===== config.mk =====
export PLATFORM = sky130hd
export DESIGN_NAME = program_loader
export DESIGN_NICKNAME = d
export VERILOG_FILES = /design/src/rtl/program_loader.sv
export SDC_FILE = /design/constraint.sdc
export NUM_CORES = 1
export LEC_CHECK = 0
export ABC_AREA = 1
export BUFFER_PORTS_ARGS = -buffer_cell sky130_fd_sc_hd__buf_2
export CORE_AREA = 2 2 122 124
export DETAILED_ROUTE_END_ITERATION = 8
export DIE_AREA = 0 0 124 126
export MAX_ROUTING_LAYER = met4
export PLACE_DENSITY = 0.67
export SLEW_MARGIN = 20
export SYNTH_ARGS = -nofsm -noshare
export SYNTH_HDL_FRONTEND = slang
export SYNTH_SLANG_ARGS = --single-unit

===== constraint.sdc =====
create_clock -name clk -period 6.31 [get_ports clk]
set_input_delay 0.9465 -clock clk [delete_from_list [all_inputs] [get_ports clk]]
set_output_delay 0.9465 -clock clk [all_outputs]
set_load 0.005 [all_outputs]

===== src/rtl/program_loader.sv =====
// Byte-serial program loader: host fills a word store, RUN serves
// words to the processor at pc_addr with a stable-address qualifier.
//
// Ports:
//   clk, rst                  clock, async active-high reset
//   host_start/host_end       start (or restart) / early-end pulses
//   host_byte/host_byte_valid byte stream, low byte of each word first
//   host_ready                bytes accepted (LOAD_LO/LOAD_HI)
//   pc_addr                   processor word address
//   data_in/data_valid        registered word and its qualifier
//   loaded                    high while in RUN
//   load_err                  sticky: load ended on a half word
module program_loader #(
  parameter int WORD_W = 16,
  parameter int DEPTH  = 8,
  parameter int ADDR_W = 3
) (
  input  logic              clk,
  input  logic              rst,
  input  logic              host_start,
  input  logic              host_end,
  input  logic [7:0]        host_byte,
  input  logic              host_byte_valid,
  output logic              host_ready,
  input  logic [ADDR_W-1:0] pc_addr,
  output logic [WORD_W-1:0] data_in,
  output logic              data_valid,
  output logic              loaded,
  output logic              load_err
);

  typedef enum logic [1:0] {
    IDLE,
    LOAD_LO,
    LOAD_HI,
    RUN
  } state_t;

  state_t state, state_n;

  logic [ADDR_W-1:0] wr_ptr;
  logic [7:0]        lo_byte;
  logic [ADDR_W-1:0] pc_q;
  logic [DEPTH-1:0]  vld;
  logic [WORD_W-1:0] mem [DEPTH];

  logic take;
  logic lo_en;
  logic wr_en;
  logic ptr_inc;
  logic err_set;
  logic last;

  assign host_ready = (state == LOAD_LO) || (state == LOAD_HI);
  assign take       = host_byte_valid && host_ready;
  assign last       = (wr_ptr == ADDR_W'(DEPTH - 1));

  always_ff @(posedge clk or posedge rst) begin
    if (rst) state <= IDLE;
    else     state <= state_n;
  end

  // host_start overrides everything, including a same-cycle
  // byte or end pulse.
  always_comb begin
    state_n = state;
    lo_en   = 1'b0;
    wr_en   = 1'b0;
    ptr_inc = 1'b0;
    err_set = 1'b0;
    if (host_start) begin
      state_n = LOAD_LO;
    end else begin
      unique case (state)
        IDLE: ;
        LOAD_LO: begin
          if (host_end) begin
            state_n = RUN;
          end else if (take) begin
            lo_en   = 1'b1;
            state_n = LOAD_HI;
          end
        end
        LOAD_HI: begin
          if (take) begin
            wr_en = 1'b1;
            if (host_end || last) begin
              state_n = RUN;
            end else begin
              ptr_inc = 1'b1;
              state_n = LOAD_LO;
            end
          end else if (host_end) begin
            err_set = 1'b1;
            state_n = RUN;
          end
        end
        RUN: ;
        default: state_n = IDLE;
      endcase
    end
  end

  always_ff @(posedge clk or posedge rst) begin
    if (rst) begin
      wr_ptr   <= '0;
      lo_byte  <= '0;
      vld      <= '0;
      load_err <= 1'b0;
      loaded   <= 1'b0;
    end else begin
      loaded <= (state_n == RUN);
      if (host_start) begin
        wr_ptr   <= '0;
        vld      <= '0;
        load_err <= 1'b0;
      end else begin
        if (lo_en)   lo_byte     <= host_byte;
        if (wr_en)   vld[wr_ptr] <= 1'b1;
        if (ptr_inc) wr_ptr      <= wr_ptr + 1'b1;
        if (err_set) load_err    <= 1'b1;
      end
    end
  end

  // Store needs no reset: every read is gated by vld.
  always_ff @(posedge clk) begin
    if (wr_en) mem[wr_ptr] <= {host_byte, lo_byte};
  end

  // Qualifier uses state_n as well so it drops on the edge
  // that leaves RUN rather than one cycle later.
  always_ff @(posedge clk or posedge rst) begin
    if (rst) begin
      pc_q       <= '0;
      data_valid <= 1'b0;
      data_in    <= '0;
    end else begin
      pc_q       <= pc_addr;
      data_valid <= (state == RUN) && (state_n == RUN)
                    && vld[pc_addr] && (pc_addr == pc_q);
      data_in    <= vld[pc_addr] ? mem[pc_addr] : '0;
    end
  end

endmodule


# Word level (Yosys, flattened, before mapping)
# Memories as Yosys holds them, arrays and structs flattened.
# Cells that the tools add are included.
# W data, S select, Z words.
[totals]
input_bits = 16
memories = 1
word_cells = 67
output_inout_bits = 20
reg_bits = 43
mem_bits_rw = 128
[mem_list]
columns = ["name", "words", "word_bits", "read_ports", "rd_clocked_by_memory_dff", "wr", "line_no", "rtl"]
rows = [
  ["mem", 8, 16, 1, 0, 1, "45", "logic [WORD_W-1:0] mem [DEPTH];"],
]
[classes]
magnitude_cmp = 3
n_eq_ne = 6
muxes = 34
reduce_logical = 11
add_sub_neg = 1
bitwise_logic = 2
[op_table]
columns = ["cell", "count"]
rows = [
  ["$mux W1", 20],
  ["$mux W16", 1],
  ["$mux W8", 2],
  ["$mux W2", 6],
  ["$lt A3 B4 Y1 const B", 2],
  ["$or A8 B8 Y8", 1],
  ["$eq A2 B2 Y1 const B", 3],
  ["$mux W3", 2],
  ["$reduce_bool A2 Y1", 3],
  ["$logic_and A1 B1 Y1", 5],
  ["$pmux W2 S2", 1],
  ["$add A3 B1 Y3 const B", 1],
  ["$bmux W1 S3", 1],
  ["$demux W1 S3", 1],
  ["$eq A3 B3 Y1", 1],
  ["$eq A3 B3 Y1 const B", 1],
  ["$ge A3 B1 Y1 const B", 1],
  ["$eq A2 B1 Y1 const B", 1],
  ["$logic_or A1 B1 Y1", 2],
  ["$reduce_and A2 Y1", 1],
  ["$not A1 Y1", 1],
]

# Logic depth before layout (Yosys ltp)
# Gate-level depths: netlist of run 1.
[logic_depth]
depth_word = 11
ltp_mapped = 10
ltp_nobuf = 10

# Worst setup path after synthesis of run 1
# Ideal clock, no wire load.
[synth_path]
path_type = "input-to-reg"
start = "in host_byte_valid"
end = "mem mem[0][0], enable pin"
setup_ns = 0.388
setup_slack_ns = 3.761
required_time_ns = 5.922
path_buffers = 0
t_arrival_ns = 2.160
cell_stages = 6
path_cell_list = "inv_1 -> nor2_2 -> nand2_1 -> nor2_1 -> nand2_1 -> nor2_1"
[synth_via]
elab_chain_len = 6
[synth_lines]
columns = ["element", "line_no", "rtl"]
rows = [
  ["from (decl)", "23", "input logic host_byte_valid,"],
  ["$logic_and A1 B1 Y1", "55", "assign take = host_byte_valid && host_ready;"],
  ["$mux W1", "85", "if (take) begin"],
  ["$mux W1", "74", "unique case (state)"],
  ["$mux W1", "71", "if (host_start) begin"],
  ["$mux W1", "128", "if (wr_en) mem[wr_ptr] <= {host_byte, lo_byte};"],
  ["$mux W1 (implied by the code)", "128", ""],
  ["to (decl)", "45", ""],
]
# Every way passes these cells.

# Final worst setup path of run 1
[layout_path]
start = "in pc_addr[0]"
end = "reg data_in[0]"
[layout_via]
elab_chain_len = 3
word_cells_on_any_way = 4
classes_between = "3 x mux; 1 x memory"
[layout_lines]
columns = ["element", "line_no", "rtl"]
rows = [
  ["from (decl)", "25", "input logic [ADDR_W-1:0] pc_addr,"],
  ["$bmux W1 S3", "142", "data_in <= vld[pc_addr] ? mem[pc_addr] : '0;"],
  ["$mux W1 (implied by the code)", "142", ""],
  ["$mux W16 *", "142", ""],
  ["to (signal assigned)", "142", ""],
  ["to (decl)", "26", "output logic [WORD_W-1:0] data_in,"],
]
# Every way passes the cells marked *; elsewhere a longest branch is shown, timed or not. The select of a mux whose other input is x is not followed.
# A chain may end at the register's enable or synchronous reset.

==> results.md, run 1 <==
- Final period utilization: 48.8%
- Initial drt markers: 431
- Post-route minimum period: 3080 ps
- # rows: 44
- Logic pwr share: 8.8%
- Drt wl/cell: 15.7 um
- Total Neg Setup Slack: 0 ps
- Crit-path slowest cell: buf_4
- Commonest non-fill, non-tap cell in the layout: nand2_1
- Worst Skew: 7.92 ps
- Via count: 4,642
- Clock network power share: a little over two fifths
- Pwr per Cell Area: around 350 nW/um^2
- Grt total ovfl: 0
- Reg2Reg Depth: 8
- Seq/Total Area, Yosys: 69.6%
- Die X: 124 um
- Count of nets after finishing: between 700 and 800
- Worst-case vdd ir drop: ~380 uV
- Clock latency on the worst-skew pair: about 430 ps
- CTS resizes: 0
- Crit path top cell by count: nand2_1
- Num CTS Buffers: 17
- Slowest Stage Delay on Critical Path: 670 ps
- Maximum number of pins on one net before global-route repair: 88
- Share of cells above drive strength 1: approximately 11%
- Area Growth Syn to Fin: 14.3%
- HPWL Detailed: 7910 um
- Final Util: 56.4%
- Final Hold Fails: 0
- Core area: about 14,000 um^2
- Leak: 3.65 nW
- Vias in the first global route: between 4,000 and 5,000
- Total Routed Length: 14,500 um
- Hold depth: 2
- CTS Hold Bufs: 0
- Worst-path clk slew: 60 ps
- RSZ-0062 raised after global routing: false
- Boundary Pins: 36
- MaxCap Viol Count: 0
- Syn. warnings: 0
- Pins Over Slew Limit: 0
- Worst-path maximum fanout: between 80 and 90
- CTS H-tree lvls: 4
- #FFs+latches synth: 171
- Design area: 8080 um^2
- Sw Share: between 20% and 30%
- P_sw: 0.686 mW
- Flop pwr share: between 40% and 50%
- Die height: 126 um
- Post-CTS setup buffers: 0
- Relative slew slack: between 30 and 40%
- CP Launch Type: primary input
- First-pass GRT wire length: 23,300 um
- Synthesized area: 7060 um^2
- Int Pwr: ~2.2 mW
- Post-DP Area: 7390 um^2
- Fmax: 325 MHz
- Reg2Reg Setup Slack: 3630 ps
- Worst r2r src: state[0]$_DFF_PP0_
- Synth cell types: 23
- Hold crit path type: register to register
- Post-DRT Antenna Nets: 0
- Clk buf depth: 2
- Measured slew at the worst slew-check pin: ~980 ps
- Min-delay src: load_err$_DFFE_PP0P_
- Mean post-synth cell area: approximately 10 um^2
- Crit-path cells: buf_2 -> buf_4 -> inv_2 -> nand2_1 -> nand3_1 -> nand2_1 -> nand2_1 -> nand2_2 -> nand2_1 -> inv_1
- Critical Path Start: pc_addr[0]
- Vias/cell: 5.03
- CTS sink cnt: 171
- CTS root buffer: clkbuf_16
- Worst setup EP type: register
- Initial antenna violation count: 0
- Status: finished, final reports clean
- Commonest non-fill, non-tap cells in the layout: nand2_1, edfxtp_1, nor2_1, inv_1, dfrtp_1
- Syn Nets: 710
- Antenna diodes: 0
- Crit Path Class: primary input to register
- Number of remaining DRC errors: 0
- CTS tree: built
- CP required: 6680 ps
- Die area: 15,600 um^2
- GRT Total Usage: a little over a fifth
- Mapped Cells: 689
- GP Congestion: 0.821
- WP data arrival: 3450 ps
- Port bufs: 35
- Iteration count of the initial detailed-routing pass: 4
- Final setup vio count: 0
- Reg-to-Reg End: mem[4][12]$_DFFE_PP_
- Hold Crit Endpoint: load_err$_DFFE_PP0P_
- Starting Density: 49.4%
- Fill cells: around 1,200
==> power by group through the flow <==
stage / clock [mW] / combinational [mW] / sequential [mW]
4_1_cts: 1.20 / 0.249 / 1.39
3_3_place_gp: 0 / 0.231 / 1.41
3_5_place_dp: 0 / 0.246 / 1.42
6_report: 1.20 / 0.250 / 1.39
2_1_floorplan: 0 / 0.174 / 1.39
5_1_grt: 1.26 / 0.286 / 1.40
==> worst max-delay path by stage <==
stage | to | slack (ps) | cells after the start
6_report | data_in[0]$_DFF_PP0_ | 3230 | 10
5_1_grt | data_in[0]$_DFF_PP0_ | 2990 | 10
4_1_cts | data_in[0]$_DFF_PP0_ | 3250 | 10
3_5_place_dp | data_in[0]$_DFF_PP0_ | 2820 | 10
3_3_place_gp | data_in[10]$_DFF_PP0_ | 2900 | 10
2_1_floorplan | mem[0][0]$_DFFE_PP_ | 3760 | 6
==> Yosys cell counts (all sizes together) <==
cell type	number	area, um^2
nand2	286	1080
edfxtp	128	3840
inv	65	244
nor2	64	243
dfrtp	43	1080
o21ai	43	215
buf	19	120
nand3	15	75.1
clkbuf	8	30.0
o22ai	8	50.1
ha	5	62.6
a21boi	1	7.51
a21oi	1	5.00
a31oi	1	6.26
clkinv	1	3.75
nand4	1	6.26
==> sequential cells by signal, indices dropped and copies added (netlist names) <==
name,count
data_in,16
data_valid,1
lo_byte,8
load_err,1
loaded,1
mem,128
pc_q,3
state,2
vld,8
wr_ptr,3
==> metal layers <==
layer  part of all wire (%)  track usage (%)
met1                     45             27.6
met5                      0                -
met3                    5.1             5.53
met4                   0.99             6.54
met2                     49             31.9
==> metrics by stage <==
step	instances	hold WS (ps)	worst slack [ps]	total power, mW
after floorplan	689	486	3760	1.56
after global placement	891	481	2900	1.64
after detailed placement	891	516	2820	1.66
after CTS	923	530	3250	2.85
after global routing	923	556	2990	2.95
final	923	521	3230	2.84
==> critical path, delay by kind of cell <==
kind                   cells  cell delay, ps
buffers and inverters      4            1480
and+or+nand+nor            6             930
==> cell type report <==
| type | instances | area (um^2) | share of cell area (%) |
|---|---|---|---|
| clock buffers | 17 | 425 | 5.27 |
| multi-input cells | 425 | 1750 | 21.6 |
| clock inverters | 15 | 255 | 3.16 |
| repair buffers | 45 | 250 | 3.10 |
| flip-flops and latches | 171 | 4920 | 60.9 |
| inverters | 66 | 249 | 3.08 |
| well taps | 184 | 230 | 2.85 |
==> logic make-up after synthesis <==
group           synth area share, %
compound gates                 4.02
fa+ha+maj                     0.886
buf+inv                        5.63
flops                          69.6
simple gates                   19.8
(Power assumes the default switching activity.)
==> run 2: changes to the inputs <==
ABC_AREA = 0   (was 1)
CORE_AREA = 2 2 118 120   (was 2 2 122 124)
DIE_AREA = 0 0 120 122   (was 0 0 124 126)
clock period = 2.89 ns   (was 6.31 ns; I/O delays follow)
==> run 2 against run 1 <==
Net effect:
- final cell count is 38% lower
- die area is 6.3% lower
- largest power group unchanged
- clock power is 83% higher
- wire length is 21% lower
- non-clock buffer count is 5 higher
- flip-flop and latch count stayed put
- via count is 34% lower
- sequential share of layout area is 3.7 points higher
- setup slack worse by 2600 ps
==> results.md, run 2 <==
- Worst setup EP type: register
- Pwr per Cell Area: 741 nW/um^2 (+110%)
- Synth cell types: 34 (+48%)
- RSZ-0062 raised after global routing: false
- WP data arrival: 2310 ps (-1140 ps)
- Count of nets after finishing: 397 (-47%)
- Worst-case vdd ir drop: 402 uV (+6.6%)
- Measured slew at the worst slew-check pin: 821 ps (-159 ps)
- Leading area contributor after synthesis: edfxtp_1
- Int Pwr: 4.39 mW (+100%)
- Die height: 122 um (-3.2%)
- Leak: 2.84 nW (-22%)
- Syn Nets: 341 (-52%)
- Initial antenna violation count: 0 (unchanged)
- Hold crit path type: primary input to asynchronous set/reset pin
- Post-synth ARST share: 25.1% (unchanged)
- Post-DP Area: 7030 um^2 (-4.9%)
- Most frequent cells after synthesis: edfxtp_1, dfrtp_1, mux4_2, nor2_1, mux2i_1
- P_sw: 1.26 mW (+83%)
- Main area contributors after synthesis: edfxtp_1, dfrtp_1, mux4_2
- Tot Pwr: 5.65 mW (+99%)
- CTS tree: built
- Total Routed Length: 11,500 um (-21%)
- Antenna diodes: 0 (unchanged)
- Relative slew slack: 45.3% (+11 points)
- Flop pwr share: 53.4% (+4.3 points)
- Logic pwr share: 7.6% (-1.2 points)
- Num CTS Buffers: 17 (unchanged)
- #FFs+latches synth: 171 (unchanged)
- Max FFs per register: 128 (unchanged)
- MaxCap Viol Count: 0 (unchanged)
- Final setup vio count: 0 (unchanged)
- CTS root buffer: clkbuf_16
- Post-route minimum period: 2220 ps
- Starting Density: 48.8% (-0.59 points)
- Worst Skew: 8.77 ps (+0.849 ps)
- Vias in the first global route: 3,184 (-30%)
- Synthesized area: 6590 um^2 (-6.8%)
- Status: finished, final reports clean
- Die X: 120 um (-3.2%)
- GP Congestion: 0.755 (-8.1%)
- Mean post-synth cell area: 20.6 um^2 (+100%)
- Seq/Total Area, Yosys: 74.7% (+5.1 points)
- Vias/cell: 5.37 (+6.8%)
- Final Hold Fails: 0 (unchanged)
- Mapped Cells: 320 (-54%)
- CTS H-tree lvls: 4 (unchanged)
- Met2 wire len: 5810 um (-18%)
- Met3 WL: 451 um (-39%)
- Clock latency on the worst-skew pair: 420 ps (about the same)
- Top sig layer: met4
- Share of cells above drive strength 1: 34.7% (+24 points)
- Post-DRT Antenna Nets: 0 (unchanged)
- CTS resizes: 0 (unchanged)
- Design area: 7620 um^2 (-5.7%)
- Largest Register: mem
- Main synth FF type: edfxtp_1
- Sw Share: 22.2% (-1.9 points)
- Area Growth Syn to Fin: 15.7%
- DRT met1 WL: 4990 um (-24%)
- Post-CTS setup buffers: 0 (unchanged)
- Boundary Pins: 36 (unchanged)
- Commonest non-fill, non-tap cells in the layout: edfxtp_1, dfrtp_1, buf_2, mux4_2, nor2_1
- Clock network power share: 39.0% (-3.1 points)
- Die area: 14,600 um^2 (-6.3%)
- Largest registers: mem (128), data_in (16)
- Yosys top cell area share: 58.4% (+4.0 points)
- CTS Hold Bufs: 0 (unchanged)
- Final period utilization: between 70% and 80%
- Number of remaining DRC errors: 0 (unchanged)
- Total Neg Setup Slack: 0 ps (unchanged)
- CP Launch Type: register
- Top-count cell post-synth: edfxtp_1
- Fmax: 451 MHz
- Commonest non-fill, non-tap cell in the layout: edfxtp_1
- Post-synth EDFFs: 128 (unchanged)
- GRT Total Usage: 17.9% (-3.1 points)
- Pins Over Slew Limit: 0 (unchanged)
- CTS sink cnt: 171 (unchanged)
- Clk buf depth: 2 (unchanged)
- Grt total ovfl: 0 (unchanged)
- Iteration count of the initial detailed-routing pass: 5 (+1)
- Initial drt markers: 266 (-38%)
- Worst-path maximum fanout: 17 (-80%)
- Syn. warnings: 0 (unchanged)
- First-pass GRT wire length: 18,100 um (-22%)
- Crit Path Class: register to register
- Fill cells: 1,023 (-15%)
- Drt wl/cell: 20.2 um (+28%)
- CP required: 2980 ps (-3700 ps)
- Port bufs: 35 (unchanged)
- Maximum number of pins on one net before global-route repair: 44 (-50%)
- HPWL Detailed: 6730 um (-15%)
- Worst-path clk slew: 70 ps (about the same)
- # rows: 43 (-2.3%)
- Core area: 13,500 um^2 (-5.7%)
- Min Hold Slack: 130 ps (-391 ps)
- Via count: 3,056 (-34%)
-- run 2: cell types whose count changed after synthesis, moves of 8 or more --
cell and delta:
nand2_1 -281, inv_1 -57, nor2_1 -44, mux4_2 +34, o21ai_0 -24, mux2i_1 +18, o21ai_1 -16, nand3_1 -15
nor2_4 +10, mux2_2 +8, o22ai_1 -8
-- run 2: final timing paths --
| check | startpoint | endpoint | slack [ps] | cells after the start |
|---|---|---|---|---|
| max | state[0]$_DFF_PP0_ | mem[2][3]$_DFFE_PP_ | 670 | 6 |
| min | rst | data_in[6]$_DFF_PP0_ | 130 | 2 |
| max reg2reg | state[0]$_DFF_PP0_ | mem[2][3]$_DFFE_PP_ | 670 | 6 |
| min reg2reg | vld[2]$_DFFE_PP0P_ | vld[2]$_DFFE_PP0P_ | 480 | 1 |
| max in group asynchronous | rst | data_in[12]$_DFF_PP0_ | 2250 | 2 |
| min in group clk | pc_addr[0] | pc_q[0]$_DFF_PP0_ | 270 | 1 |
-- run 2: metal layers --
metal	vias up	GRT usage, %
met1	1606	22.7
met2	70	27.9
met3	15	4.26
met5	-	-
met4	0	7.43
li1	1365	-
-- run 2: cell families (layout without fill, tap and decap cells) --
kind of cell | Yosys count | count (layout) | share of synthesized area, %
simple gates | 44 | 44 | 4.31
mux | 61 | 61 | 16.1
flops | 171 | 171 | 74.7
buf+inv | 20 | 89 | 1.71
xor+xnor | 4 | 4 | 0.532
fa+ha+maj | 5 | 5 | 0.950
compound gates | 15 | 15 | 1.71
-- run 2: cell type report --
cell class	count	area [um^2]	share of cell area, %
clock inverter	10	116	1.53
sequential	171	4920	64.6
clock buffer	22	464	6.09
multi-input combinational	129	1560	20.5
tap	180	225	2.96
inverter	7	27.5	0.361
timing repair buffer	50	300	3.94
-- run 2: power groups by stage --
| stage | combinational (mW) | sequential (mW) | clock [mW] |
|---|---|---|---|
| 6_report | 0.429 | 3.01 | 2.20 |
| 5_1_grt | 0.473 | 3.04 | 2.33 |
| 4_1_cts | 0.438 | 3.01 | 2.23 |
| 3_5_place_dp | 0.434 | 3.06 | 0 |
| 3_3_place_gp | 0.418 | 3.05 | 0 |
| 2_1_floorplan | 0.316 | 3.01 | 0 |
-- run 2: critical path, stage by stage, from the launching register on --
cell and delay [ps]:
dfrtp_1 400, inv_1 60, ha_1 380, nand3b_1 220, or3_1 400, nor2_1 120, buf_4 300
-- run 2: stage by stage --
stage                     worst slack (ps)  instances  utilization (%)
after detailed placement               699        537             52.1
after CTS                              673        569             56.4
after floorplan                        128        320                -
after global placement                 729        537             52.1
after global routing                   493        569             56.4
final                                  671        569             56.4
==> run 3: changes to the inputs <==
clock period = 2.3 ns   (was 2.89 ns; I/O delays follow)
==> run 3 against run 2 <==
Net effect:
- the flow now finishes with violations (hold timing)
- clock skew hardly changed
- via count increased by 0.95%
- count of clock-buffer cells in the layout is 5 lower
- sequential share of layout area shrank 0.97 points
- final cell count up 0.70%
- non-clock buffer count rose by 4
- power grew 28%
- fmax rose by 4.0%
- die area unchanged
- critical path depth stayed put
- flip-flop and latch count stayed put
- register-to-register slack got worse by 510 ps
==> results.md, run 3 (same netlist as run 2, synthesis figures left out) <==
- HPWL Detailed: 7060 um (+4.8%)
- Worst setup EP type: register
- Post-CTS setup buffers: 0 (unchanged)
- Boundary Pins: 36 (unchanged)
- Worst-path clk slew: 70 ps (about the same)
- Reg2Reg Depth: 6 (unchanged)
- Max FFs per register: 128 (unchanged)
- Final Hold Fails: 4 (+4)
- Largest registers: mem (128), data_in (16)
- Post-route minimum period: 2130 ps (-84.5 ps)
- Share of cells above drive strength 1: 37.7% (+3.0 points)
- Dpl cells: 541 (+0.74%)
- Antenna diodes: 0 (unchanged)
- Crit Path Class: register to register
- Commonest non-fill, non-tap cells in the layout: edfxtp_1, dfrtp_1, buf_2, mux4_2, mux2i_1
- Worst-path maximum fanout: 17 (unchanged)
- CTS H-tree lvls: 4 (unchanged)
- Leak: 2.89 nW (+1.9%)
- Failing checks: hold timing
- Relative slew slack: 58.3% (+13 points)
- Largest Register: mem
- GRT Total Usage: 17.8% (-0.028 points)
- Vias/cell: 5.38 (+0.24%)
- Critical Path Start: state[0]$_DFF_PP0_
- Layout Cells excl Fill: 573 (+0.70%)
- Final period utilization: 92.8% (+16 points)
- Die height: 122 um (unchanged)
- Final setup vio count: 0 (unchanged)
- Pins Over Slew Limit: 0 (unchanged)
- CTS root buffer: clkbuf_16
- RSZ-0062 raised after global routing: false
- Drt wl/cell: 20.5 um (+1.8%)
- Starting Density: 48.8% (unchanged)
- Clk buf depth: 2 (unchanged)
- Area Growth Syn to Fin: 17.4%
- Count of nets after finishing: 401 (+1.0%)
- Post-DP Area: 7120 um^2 (+1.3%)
- Number of remaining DRC errors: 0 (unchanged)
- Reg2Reg Setup Slack: 170 ps (-510 ps)
- Reg-to-Reg End: mem[0][12]$_DFFE_PP_
- # rows: 43 (unchanged)
- Commonest non-fill, non-tap cell in the layout: edfxtp_1
- Grt total ovfl: 0 (unchanged)
- First-pass GRT wire length: 18,400 um (+1.6%)
- CTS resizes: 0 (unchanged)
- Die X: 120 um (unchanged)
- Fmax: 469 MHz (+4.0%)
- Design area: 7730 um^2 (+1.5%)
- WP data arrival: 2230 ps (-80 ps)
- Hold crit path type: primary input to asynchronous set/reset pin
- MaxCap Viol Count: 0 (unchanged)
- Worst-case vdd ir drop: 685 uV (+70%)
- Iteration count of the initial detailed-routing pass: 4 (-1)
- Measured slew at the worst slew-check pin: 625 ps (-195 ps)
- CTS sink cnt: 171 (unchanged)
- Vias in the first global route: 3,238 (+1.7%)
- Initial antenna violation count: 0 (unchanged)
- Maximum number of pins on one net before global-route repair: 36 (-18%)
- CTS tree: built
- Post-DRT Antenna Nets: 0 (unchanged)
- Initial drt markers: 254 (-4.5%)
- CP Launch Type: register
- CTS Hold Bufs: 0 (unchanged)
- Die area: 14,600 um^2 (unchanged)
- CP required: 2400 ps (-580 ps)
- Core area: 13,500 um^2 (unchanged)
- Num CTS Buffers: 17 (unchanged)
- Crit path to: mem[0][12]$_DFFE_PP_
- Clock latency on the worst-skew pair: 420 ps (about the same)
- Via count: 3,085 (+0.95%)
- Tot Pwr: 7.24 mW (+28%)
- Worst Skew: 9.05 ps (+0.282 ps)
- Worst r2r src: state[0]$_DFF_PP0_
- Status: finished, violations left
- Pwr per Cell Area: 937 nW/um^2 (+26%)
- Total Routed Length: 11,800 um (+2.5%)
- Port bufs: 35 (unchanged)
- GP Congestion: 0.754 (-0.16%)
- Min Hold Slack: -11.1 ps (-141 ps)
[run 3: layer usage]
layer	vias up	part of all wire, %	track usage, %
met2	70	51	28.1
met3	9	3.7	3.79
met1	1620	45	23.5
li1	1386	-	-
met5	-	0	-
met4	0	0.98	5.74
[run 3: worst min-delay path by stage]
stage,slack [ps],to,startpoint
after floorplan,380,pc_q[0]$_DFF_PP0_,pc_addr[0]
after global placement,450,data_in[11]$_DFF_PP0_,rst
after detailed placement,460,vld[4]$_DFFE_PP0P_,vld[4]$_DFFE_PP0P_
after CTS,20,data_in[11]$_DFF_PP0_,rst
after global routing,20,data_in[6]$_DFF_PP0_,rst
final,-10,data_in[11]$_DFF_PP0_,rst
[run 3: power breakdown]
part | internal, mW | total, mW | switching [mW]
clock network | 1.65 | 2.91 | 1.26
logic | 0.277 | 0.561 | 0.285
registers | 3.60 | 3.78 | 0.180
total | 5.52 | 7.24 | 1.72
[run 3: layout make-up]
| cell class | instances | area [um^2] |
|---|---|---|
| fillers | 1006 | 5770 |
| flip-flops and latches | 171 | 4920 |
| multi-input cells | 129 | 1570 |
| clock buffers | 17 | 425 |
| repair buffers | 54 | 380 |
| well taps | 180 | 225 |
| clock inverters | 15 | 183 |
| inverters | 7 | 26.3 |
[run 3: metrics by stage]
step / utilization (%) / setup WS [ps] / setup TNS [ps]
6_report: 57.3 / 166 / 0
5_1_grt: 57.3 / 33.9 / 0
4_1_cts: 57.3 / 166 / 0
3_5_place_dp: 52.8 / 232 / 0
3_3_place_gp: 52.8 / 254 / 0
2_1_floorplan: - / -191 / -8710
[run 3: worst max-delay path: stages, from the launching register on]
cell and delay (ps):
dfrtp_1 380, inv_1 60, ha_1 290, nand3b_1 200, or3_1 410, nor3_2 160, buf_4 300
